$ cat config.mk
export PLATFORM = sky130hd
export DESIGN_NAME = ibex_rf_wr_arbiter
export DESIGN_NICKNAME = d
export VERILOG_FILES = /design/src/rtl/ibex_rf_wr_arbiter_pkg.sv /design/src/rtl/ibex_rf_wr_skid.sv /design/src/rtl/ibex_rf_wr_arbiter.sv
export SDC_FILE = /design/constraint.sdc
export NUM_CORES = 1
export LEC_CHECK = 0
export BUFFER_PORTS_ARGS = -buffer_cell sky130_fd_sc_hd__buf_2
export CORE_MARGIN = 8
export CORE_UTILIZATION = 43
export DETAILED_ROUTE_END_ITERATION = 7
export PLACE_DENSITY = 0.84
export RECOVER_POWER = 25
export SLEW_MARGIN = 20
export SYNTH_ARGS = -nofsm -noshare
export SYNTH_HDL_FRONTEND = slang
export SYNTH_SLANG_ARGS = --single-unit
$ cat constraint.sdc
create_clock -name clk_i -period 3.4 [get_ports clk_i]
set_input_delay 0.85 -clock clk_i [delete_from_list [all_inputs] [get_ports clk_i]]
set_output_delay 0.85 -clock clk_i [all_outputs]
set_load 0.05 [all_outputs]
$ cat src/rtl/ibex_rf_wr_arbiter_pkg.sv
`default_nettype none
// ============================================================================
// Module      : ibex_rf_wr_arbiter_pkg
// Description : Shared types and widths for the register-file write arbiter.
//               rf_wr_src_e tags which producer owns the single RF write
//               port in a given cycle (used for tracing).
// Revision    : 1.0 - initial release
// ============================================================================
package ibex_rf_wr_arbiter_pkg;

    localparam int unsigned RfAddrW    = 5;
    localparam int unsigned RfDataW    = 32;
    localparam int unsigned StarveCntW = 4;

    typedef enum logic [1:0] {
        RF_WR_NONE = 2'd0,
        RF_WR_LSU  = 2'd1,
        RF_WR_WB   = 2'd2,
        RF_WR_EXT  = 2'd3
    } rf_wr_src_e;

    // Writes to x0 are architecturally discarded; they must never occupy the
    // port or the holding buffer.
    function automatic logic rf_addr_is_x0(input logic [RfAddrW-1:0] addr);
        return (addr == '0);
    endfunction

endpackage
`default_nettype wire

$ cat src/rtl/ibex_rf_wr_skid.sv
`default_nettype none
// ============================================================================
// Module      : ibex_rf_wr_skid
// Description : One-entry holding buffer for a non-stallable write path.
//               A capture loads the entry; a drain empties it. The caller
//               guarantees capture only happens while the entry is empty.
//               Outputs read as zero while empty so stale contents never
//               reach hazard or forwarding logic.
// Ports       : clk_i/rst_ni   - clock, asynchronous active-low reset
//               capture_i      - load waddr_i/wdata_i into the entry
//               drain_i        - entry consumed this cycle
//               waddr_i/wdata_i- write to capture
//               valid_o        - entry occupied
//               waddr_o/wdata_o- buffered write (zero when empty)
// Revision    : 1.0 - initial release
// ============================================================================
module ibex_rf_wr_skid
    import ibex_rf_wr_arbiter_pkg::*;
(
    input  logic               clk_i,
    input  logic               rst_ni,
    input  logic               capture_i,
    input  logic               drain_i,
    input  logic [RfAddrW-1:0] waddr_i,
    input  logic [RfDataW-1:0] wdata_i,
    output logic               valid_o,
    output logic [RfAddrW-1:0] waddr_o,
    output logic [RfDataW-1:0] wdata_o
);

    logic               valid_q, valid_d;
    logic [RfAddrW-1:0] waddr_q, waddr_d;
    logic [RfDataW-1:0] wdata_q, wdata_d;

    always_comb begin
        valid_d = valid_q;
        waddr_d = waddr_q;
        wdata_d = wdata_q;
        if (capture_i) begin
            valid_d = 1'b1;
            waddr_d = waddr_i;
            wdata_d = wdata_i;
        end else if (drain_i) begin
            valid_d = 1'b0;
        end
    end

    always_ff @(posedge clk_i or negedge rst_ni) begin
        if (!rst_ni) begin
            valid_q <= 1'b0;
            waddr_q <= '0;
            wdata_q <= '0;
        end else begin
            valid_q <= valid_d;
            waddr_q <= waddr_d;
            wdata_q <= wdata_d;
        end
    end

    assign valid_o = valid_q;
    assign waddr_o = valid_q ? waddr_q : '0;
    assign wdata_o = valid_q ? wdata_q : '0;

endmodule
`default_nettype wire

$ cat src/rtl/ibex_rf_wr_arbiter.sv
`default_nettype none
// ============================================================================
// Module      : ibex_rf_wr_arbiter
// Description : Arbitrates the single register-file write port between the
//               LSU (never stalls), the writeback stage (one-entry holding
//               buffer absorbs LSU collisions) and an external multi-cycle
//               unit (guaranteed progress via a starvation counter).
// Ports       : clk_i/rst_ni          - clock, asynchronous active-low reset
//               lsu_we/waddr/wdata_i  - LSU load return, always granted
//               wb_valid/waddr/wdata_i, wb_ready_o   - writeback request
//               ext_valid/waddr/wdata_i, ext_ready_o - external request
//               rf_we/waddr/wdata_o   - register-file write port
//               rf_wr_src_o           - owner of this cycle's write
//               pend_valid/waddr/wdata_o - holding buffer view for ID
// Parameters  : StarveLimit (1..15) - denied EXT cycles before EXT outranks WB
// Revision    : 1.0 - initial release
// ============================================================================
module ibex_rf_wr_arbiter
    import ibex_rf_wr_arbiter_pkg::*;
#(
    parameter int unsigned StarveLimit = 4
) (
    input  logic               clk_i,
    input  logic               rst_ni,

    input  logic               lsu_we_i,
    input  logic [RfAddrW-1:0] lsu_waddr_i,
    input  logic [RfDataW-1:0] lsu_wdata_i,

    input  logic               wb_valid_i,
    input  logic [RfAddrW-1:0] wb_waddr_i,
    input  logic [RfDataW-1:0] wb_wdata_i,
    output logic               wb_ready_o,

    input  logic               ext_valid_i,
    input  logic [RfAddrW-1:0] ext_waddr_i,
    input  logic [RfDataW-1:0] ext_wdata_i,
    output logic               ext_ready_o,

    output logic               rf_we_o,
    output logic [RfAddrW-1:0] rf_waddr_o,
    output logic [RfDataW-1:0] rf_wdata_o,
    output rf_wr_src_e         rf_wr_src_o,

    output logic               pend_valid_o,
    output logic [RfAddrW-1:0] pend_waddr_o,
    output logic [RfDataW-1:0] pend_wdata_o
);

    localparam logic [StarveCntW-1:0] StarveMax = StarveCntW'(StarveLimit);

    logic                  buf_valid;
    logic [RfAddrW-1:0]    buf_waddr;
    logic [RfDataW-1:0]    buf_wdata;
    logic                  buf_capture;

    logic [StarveCntW-1:0] starve_cnt_q, starve_cnt_d;
    logic                  ext_starved;

    logic                  wb_accept;
    logic                  wb_real;
    logic                  ext_real;

    logic                  grant_lsu, grant_ext, grant_buf, grant_wb;
    logic                  ext_ready;

    assign ext_starved = (starve_cnt_q == StarveMax);
    assign wb_ready_o  = ~buf_valid;
    assign wb_accept   = wb_valid_i & wb_ready_o;
    // Only non-x0 requests occupy the port; x0 requests are accepted and dropped.
    assign wb_real     = wb_accept & ~rf_addr_is_x0(wb_waddr_i);
    assign ext_real    = ~rf_addr_is_x0(ext_waddr_i);

    // Priority walk. An accepted x0 EXT request takes its rank's acceptance
    // but leaves the port free for the next-ranked requester.
    always_comb begin
        logic port_busy;
        port_busy = 1'b0;
        grant_lsu = 1'b0;
        grant_ext = 1'b0;
        grant_buf = 1'b0;
        grant_wb  = 1'b0;
        ext_ready = 1'b0;

        if (lsu_we_i) begin
            grant_lsu = 1'b1;
            port_busy = 1'b1;
        end
        if (!port_busy && ext_valid_i && ext_starved) begin
            ext_ready = 1'b1;
            if (ext_real) begin
                grant_ext = 1'b1;
                port_busy = 1'b1;
            end
        end
        if (!port_busy && buf_valid) begin
            grant_buf = 1'b1;
            port_busy = 1'b1;
        end
        if (!port_busy && wb_real) begin
            grant_wb  = 1'b1;
            port_busy = 1'b1;
        end
        if (!port_busy && ext_valid_i && !ext_ready) begin
            ext_ready = 1'b1;
            if (ext_real) begin
                grant_ext = 1'b1;
            end
        end
    end

    assign ext_ready_o = ext_ready;
    // buf_valid gates wb_accept, so capture can never overlap a drain.
    assign buf_capture = wb_real & ~grant_wb;

    always_comb begin
        rf_we_o     = 1'b0;
        rf_waddr_o  = '0;
        rf_wdata_o  = '0;
        rf_wr_src_o = RF_WR_NONE;
        if (grant_lsu) begin
            rf_we_o     = 1'b1;
            rf_waddr_o  = lsu_waddr_i;
            rf_wdata_o  = lsu_wdata_i;
            rf_wr_src_o = RF_WR_LSU;
        end else if (grant_ext) begin
            rf_we_o     = 1'b1;
            rf_waddr_o  = ext_waddr_i;
            rf_wdata_o  = ext_wdata_i;
            rf_wr_src_o = RF_WR_EXT;
        end else if (grant_buf) begin
            rf_we_o     = 1'b1;
            rf_waddr_o  = buf_waddr;
            rf_wdata_o  = buf_wdata;
            rf_wr_src_o = RF_WR_WB;
        end else if (grant_wb) begin
            rf_we_o     = 1'b1;
            rf_waddr_o  = wb_waddr_i;
            rf_wdata_o  = wb_wdata_i;
            rf_wr_src_o = RF_WR_WB;
        end
    end

    ibex_rf_wr_skid u_skid (
        .clk_i     (clk_i),
        .rst_ni    (rst_ni),
        .capture_i (buf_capture),
        .drain_i   (grant_buf),
        .waddr_i   (wb_waddr_i),
        .wdata_i   (wb_wdata_i),
        .valid_o   (buf_valid),
        .waddr_o   (buf_waddr),
        .wdata_o   (buf_wdata)
    );

    assign pend_valid_o = buf_valid;
    assign pend_waddr_o = buf_waddr;
    assign pend_wdata_o = buf_wdata;

    // Counts consecutive denied EXT cycles; saturates so a starved EXT that is
    // still losing to the LSU keeps its top rank until it is served.
    always_comb begin
        starve_cnt_d = starve_cnt_q;
        if (ext_ready || !ext_valid_i) begin
            starve_cnt_d = '0;
        end else if (!ext_starved) begin
            starve_cnt_d = starve_cnt_q + 1'b1;
        end
    end

    always_ff @(posedge clk_i or negedge rst_ni) begin
        if (!rst_ni) begin
            starve_cnt_q <= '0;
        end else begin
            starve_cnt_q <= starve_cnt_d;
        end
    end

`ifndef SYNTHESIS
    // At most one producer drives the port in any cycle.
    a_single_writer : assert property (@(posedge clk_i) disable iff (!rst_ni)
        $onehot0({grant_lsu, grant_ext, grant_buf, grant_wb}));

    // EXT must hold its request, with stable payload, until accepted.
    a_ext_stable : assert property (@(posedge clk_i) disable iff (!rst_ni)
        (ext_valid_i && !ext_ready_o) |=>
            (ext_valid_i && $stable(ext_waddr_i) && $stable(ext_wdata_i)));

    a_no_x0_write : assert property (@(posedge clk_i) disable iff (!rst_ni)
        rf_we_o |-> (rf_waddr_o != '0));
`endif

endmodule
`default_nettype wire

==> flow_metrics.env, run 1 <==
export IMPL_slew_viol_final=43
export IMPL_whs_ns=0.491
export IMPL_synthesis_nets=460
export IMPL_r2r_cells=7
export IMPL_hold_path_class="register to register"
export IMPL_netlist_instances=342
export IMPL_yosys_register_bits=42
export IMPL_syn2layout_area_growth_pct=50.5
export IMPL_grt_overflow_total=0
export IMPL_drtAntennaViolNets=0
export IMPL_violations="max-capacitance violations, max-slew violations"
export IMPL_p_sw_share_pct=43.1
export IMPL_relSlewSlack_pct=-48.5
export IMPL_layout_commonest_cell="buf_2"
export IMPL_std_cell_rows=30
export IMPL_gp_congestion=0.880
export IMPL_critPathBufInv=4
export IMPL_clk_latency_ns=0.29
export IMPL_grt_antenna_before_repair=0
export IMPL_critPathArrivalTime_ns=2.55
export IMPL_reg2reg_from="starve_cnt_q[0]"
export IMPL_period_minus_slack_ns=3.40
export IMPL_initial_core_util_pct=44.7
export IMPL_cts_buffers_inserted=5
export IMPL_layout_common_cells="buf_2 (156), dfrtp_1 (42), inv_1 (38)"
export IMPL_synth_seq_area_share_pct=34.4
export IMPL_htreeDepth=2
export IMPL_grt_pass1_wl_mm=18.7
export IMPL_clk_pin_slew_worst_paths_ns=0.06
export IMPL_r2r_end="u_skid.wdata_q[7]"
export IMPL_crit_path_end_kind="output pin"
export IMPL_fmax_mhz=295
export IMPL_yosysUniqueCellTypes=34
export IMPL_async_reset_ff_share_pct=100
export IMPL_outcome="complete, but fails checks"
export IMPL_clock_power_share_pct=18.4
export IMPL_antenna_cells=0
export IMPL_min_path_cells=1
export IMPL_cts_buffer_depth=2
export IMPL_rrSetupSlack_ns=1.04
export IMPL_rsz0062_at_grt="true"
export IMPL_worst_pin_slew_ns=2.23
export IMPL_hold_viol=0
export IMPL_setup_viol=0
export IMPL_clock_sinks=42
export IMPL_cp_num_cells=8
export IMPL_cp_max_fo=9
export IMPL_drc_errors=0
export IMPL_pwr_share_comb_pct=50.3
export IMPL_drt_iter0_markers=169
export IMPL_synth_area_per_cell_um2=8.93
export IMPL_crit_start="wb_waddr_i[1]"
export IMPL_dieArea_um2=10100
export IMPL_synth_edf_count=0
export IMPL_required_ns=2.55
export IMPL_grt_pass1_vias=3872
export IMPL_cp_start_kind="input pin"
export IMPL_maxCapViolCount=1
export IMPL_final_nets=648
export IMPL_firstDrtPassIters=4
export IMPL_fin_ws_ns=0.00460
export IMPL_fin_area_um2=4600
export IMPL_synth_main_ff_cell="dfrtp_1"
export IMPL_p_int_mw=1.18
export IMPL_fin_skew_ns=0.0149
export IMPL_viasPerCell=5.94
export IMPL_fin_crit_sh_pct=99.9
export IMPL_coreArea_um2=6830
export IMPL_die_h_um=100
export IMPL_path_class="input pin to output pin"
export IMPL_p_per_area_nw_per_um2=452
export IMPL_worst_path_largest_cell_delay_ns=0.40
export IMPL_slowest_stage="or3_4"
export IMPL_routedWlPerCell_um=19.3
export IMPL_crit_chain="buf_6, or3_4, o311ai_4, buf_6, buf_8, a221oi_1, a221o_1, buf_6"
export IMPL_cp_top_family="compound AO/OA/AOI/OAI gates"
export IMPL_endpoint="rf_wdata_o[30]"
export IMPL_cts_tree="built"
export IMPL_p_sw_mw=0.895
export IMPL_sequentialPowerShare_pct=31.4
export IMPL_place_hpwl_mm=9.11
export IMPL_power_leakage_nw=2.36
export IMPL_port_buffers=195
export IMPL_drive_gt1_share_pct=46.9
export IMPL_num_vias=3722
export IMPL_cp_common_cell="buf_6"
export IMPL_finalWirelength_mm=12.1
export IMPL_grt_total_usage_pct=22.7
export IMPL_synthesis_area_um2=3050
export IMPL_dpl_cell_area_um2=4220
export IMPL_vdd_drop_max_mv=0.266
export IMPL_yosys_warnings=0
export IMPL_io_pins=196
export IMPL_grt_max_degree=47
export IMPL_cts_root_buf="clkbuf_8"
export IMPL_die_x_um=100
export IMPL_place_ws_ns=-0.0670
area by class of cell:
class	instances	area, um^2
multi-input cells	221	1730
clock buffers	7	76.3
flip-flops and latches	42	1050
well taps	96	120
fillers	561	2230
repair buffers	222	1450
inverters	38	143
clock inverters	1	30.0
state kept, by name (all words and copies together) (netlist names):
| register | cells |
|---|---|
| u_skid.wdata_q | 32 |
| u_skid.waddr_q | 5 |
| u_skid.valid_o | 1 |
| starve_cnt_q | 4 |
synthesized netlist by cell type (all sizes together) (2+ instances only):
cell type,instances,area share (%)
a21o,2,0.49
a21oi,10,1.6
a221o,32,10
a221oi,32,9.2
a32oi,5,1.4
and2,5,1.0
and3,2,0.41
buf,14,3.1
clkbuf,27,3.3
dfrtp,42,34
ha,2,0.82
inv,38,4.7
mux2,4,1.5
nand2,33,4.1
nor2,8,0.98
o211ai,33,8.3
o21ai,5,0.82
o2bb2ai,32,9.2
or2,4,0.82
xnor2,2,0.57
layer usage:
layer  GRT usage (%)  up-vias  part of all wire (%)
met5               0        -                     0
met2            42.6      184                    53
li1                -     1724                     -
met3            5.47       21                   7.8
met1            24.4     1793                    38
met4            6.40        0                   2.0
cells by family after synthesis:
logic type / Yosys count / share of synthesized area [%]
and+or+nand+nor: 58 / 8.48
adders and majority gates: 2 / 0.819
muxes: 4 / 1.47
buffers and inverters: 79 / 11.1
DFF: 42 / 34.4
xor gates and xnor gates: 2 / 0.574
AOI/OAI and AO/OA: 155 / 43.2
power by group through the flow:
stage,clock [mW],combinational (mW),sequential (mW)
floorplan,0,0.696,0.645
global placement,0,0.941,0.651
detailed placement,0,0.960,0.656
CTS,0.389,0.977,0.649
global route,0.412,1.10,0.661
finish,0.381,1.04,0.651
how the worst min path moves through the flow:
stage	startpoint	endpoint	slack, ns
floorplan	u_skid.wdata_q[21]	u_skid.wdata_q[21]	0.46
global placement	u_skid.wdata_q[26]	u_skid.wdata_q[26]	0.47
detailed placement	u_skid.wdata_q[21]	u_skid.wdata_q[21]	0.47
CTS	u_skid.wdata_q[5]	u_skid.wdata_q[5]	0.50
global route	u_skid.wdata_q[26]	u_skid.wdata_q[26]	0.51
finish	u_skid.wdata_q[2]	u_skid.wdata_q[2]	0.49
stage by stage:
stage,power [mW],TNS [ns],cells,utilization [%]
floorplan,1.34,0,342,-
global placement,1.59,-0.0304,616,61.8
detailed placement,1.62,-1.13,616,61.8
CTS,2.01,-0.272,624,63.9
global route,2.17,-0.506,627,67.3
finish,2.08,0,627,67.3
what timing repair did:
item,4_1_cts,5_1_grt
setup buffers,0,3
endpoints found under the setup margin,30,37
pin swaps,0,2
hold endpoints to repair,0,0
hold buffers,0,0
gates resized for setup,16,82
No activity file was read; power rests on OpenSTA's default activity.
==> run 2, diff against run 1 <==
CORE_UTILIZATION = 47   (was 43)
PLACE_DENSITY = 0.91   (was 0.84)
clock period = 4.05 ns   (was 3.4 ns; I/O delays follow)
==> run 2 against run 1 <==
The run still ends with max-capacitance violations, max-slew violations left. Sequential share of layout area increased by 1.8 points. Hold slack better by 0.0010 ns. Highest routed layer unchanged. Sequential cell count did not move. Die area shrank 7.2%. Wire length up 2.5%. Critical path depth shrank 1. Non-clock buffer count shrank 8. Combinational power decreased by 23%. Critical path type unchanged. Total power fell by 16%. Register-to-register slack improved by 0.42 ns.
==> flow_metrics.env, run 2 (synthesis results as in run 1) <==
export IMPL_outcome="complete, but fails checks"
export IMPL_violations="max-capacitance violations, max-slew violations"
export IMPL_maxCapViolCount=1
export IMPL_htreeDepth=2
export IMPL_path_class="input pin to output pin"
export IMPL_grt_overflow_total=0
export IMPL_p_int_mw=0.989
export IMPL_drc_errors=0
export IMPL_routedWlPerCell_um=20.6
export IMPL_cts_repair_resized=0
export IMPL_firstDrtPassIters=5
export IMPL_gp_congestion=0.848
export IMPL_p_per_area_nw_per_um2=409
export IMPL_std_cell_rows=29
export IMPL_port_buffers=195
export IMPL_grt_antenna_before_repair=0
export IMPL_period_minus_slack_ns=3.92
export IMPL_cp_common_cell="buf_2"
export IMPL_multi_input_area_um2=1700
export IMPL_crit_path_end_kind="output pin"
export IMPL_dieArea_um2=9330
export IMPL_layout_common_cells="buf_2 (194), dfrtp_1 (42), inv_1 (38)"
export IMPL_hold_viol=0
export IMPL_largestRegisters="u_skid.wdata_q (32), u_skid.waddr_q (5), starve_cnt_q (4)"
export IMPL_clk_pin_slew_worst_paths_ns=0.08
export IMPL_fmax_mhz=255
export IMPL_grt_max_degree=43
export IMPL_critPathArrivalTime_ns=2.91
export IMPL_post_cts_buffers=0
export IMPL_syn2layout_area_growth_pct=39.5
export IMPL_cp_start_kind="input pin"
export IMPL_dp_cells=592
export IMPL_worst_pin_slew_ns=2.28
export IMPL_fin_crit_sh_pct=96.8
export IMPL_vdd_drop_max_mv=0.224
export IMPL_drt_iter0_markers=224
export IMPL_clk_latency_ns=0.29
export IMPL_setup_viol=0
export IMPL_clock_sinks=42
export IMPL_cp_top_family="compound AO/OA/AOI/OAI gates"
export IMPL_viasPerCell=6.28
export IMPL_cts_buffer_depth=2
export IMPL_grt_total_usage_pct=24.5
export IMPL_hold_path_class="register to register"
export IMPL_io_pins=196
export IMPL_die_x_um=96.6
export IMPL_final_nets=641
export IMPL_regMostFlops="u_skid.wdata_q"
export IMPL_power_mw=1.75
export IMPL_p_sw_share_pct=43.3
export IMPL_critPathBufInv=3
export IMPL_p_sw_mw=0.756
export IMPL_slowest_stage="or3_1"
export IMPL_num_fill_cells=528
export IMPL_drive_gt1_share_pct=44.8
export IMPL_fin_skew_ns=0.00744
export IMPL_grt_pass1_vias=4051
export IMPL_cts_buffers_inserted=5
export IMPL_power_leakage_nw=2.26
export IMPL_required_ns=3.04
export IMPL_num_vias=3777
export IMPL_die_h_um=96.6
export IMPL_sequentialPowerShare_pct=31.4
export IMPL_fin_cells=601
export IMPL_clock_power_share_pct=22.8
export IMPL_cts_root_buf="clkbuf_8"
export IMPL_worst_path_largest_cell_delay_ns=0.47
export IMPL_cts_tree="built"
export IMPL_finalWirelength_mm=12.4
export IMPL_cp_max_fo=26
export IMPL_cts_hold_buf=0
export IMPL_coreArea_um2=6310
export IMPL_antenna_cells=0
export IMPL_initial_core_util_pct=48.4
export IMPL_drtAntennaViolNets=0
export IMPL_grt_pass1_wl_mm=19.8
export IMPL_layout_commonest_cell="buf_2"
export IMPL_pwr_share_comb_pct=45.7
export IMPL_place_hpwl_mm=9.17
export IMPL_slew_viol_final=43
export IMPL_crit_chain="buf_2, or3_1, o311ai_4, buf_4, a221oi_1, a221o_1, buf_2"
export IMPL_relSlewSlack_pct=-51.8
export IMPL_largest_reg_flops=32
export IMPL_seqCellArea_um2=1050
export IMPL_rsz0062_at_grt="false"
export IMPL_utilization_pct=67.5
-- run 2: final timing paths --
| path | from | to | slack [ns] | cells past startpoint |
|---|---|---|---|---|
| max | wb_waddr_i[0] | rf_wdata_o[31] | 0.13 | 7 |
| min | u_skid.wdata_q[4] | u_skid.wdata_q[4] | 0.49 | 1 |
| max reg2reg | starve_cnt_q[1] | u_skid.wdata_q[30] | 1.46 | 7 |
| min reg2reg | u_skid.wdata_q[4] | u_skid.wdata_q[4] | 0.49 | 1 |
| max in group asynchronous | rst_ni | u_skid.wdata_q[30] | 1.36 | 1 |
| min in group asynchronous | rst_ni | u_skid.wdata_q[25] | 1.39 | 1 |
-- run 2: through the flow --
step           worst slack [ns]  hold slack [ns]  TNS, ns  area [um^2]
2_1_floorplan            -0.286            0.456    -1.14         3050
3_3_place_gp              0.195            0.467        0         4120
3_5_place_dp              0.138            0.474        0         4120
4_1_cts                   0.138            0.496        0         4250
5_1_grt                  0.0455            0.506        0         4260
6_report                  0.130            0.492        0         4260
-- run 2: final cells by class --
| cell class | count | area share [%] |
|---|---|---|
| timing repair buffer | 214 | 26.5 |
| inverter | 38 | 3.35 |
| sequential | 42 | 24.7 |
| tap | 77 | 2.26 |
| clock inverter | 3 | 1.61 |
| multi-input combinational | 222 | 40.0 |
| clock buffer | 5 | 1.61 |
-- run 2: power by group through the flow --
stage / logic, mW / clock network, mW / registers, mW
3_5_place_dp: 0.794 / 0 / 0.551
5_1_grt: 0.845 / 0.416 / 0.557
2_1_floorplan: 0.579 / 0 / 0.541
3_3_place_gp: 0.778 / 0 / 0.548
6_report: 0.798 / 0.398 / 0.549
4_1_cts: 0.795 / 0.404 / 0.546
-- run 2: layer usage --
layer	GRT usage (%)	routed length, um
met1	27.5	4750
met2	44.1	6360
met3	5.97	1080
met4	7.81	212
met5	0	0
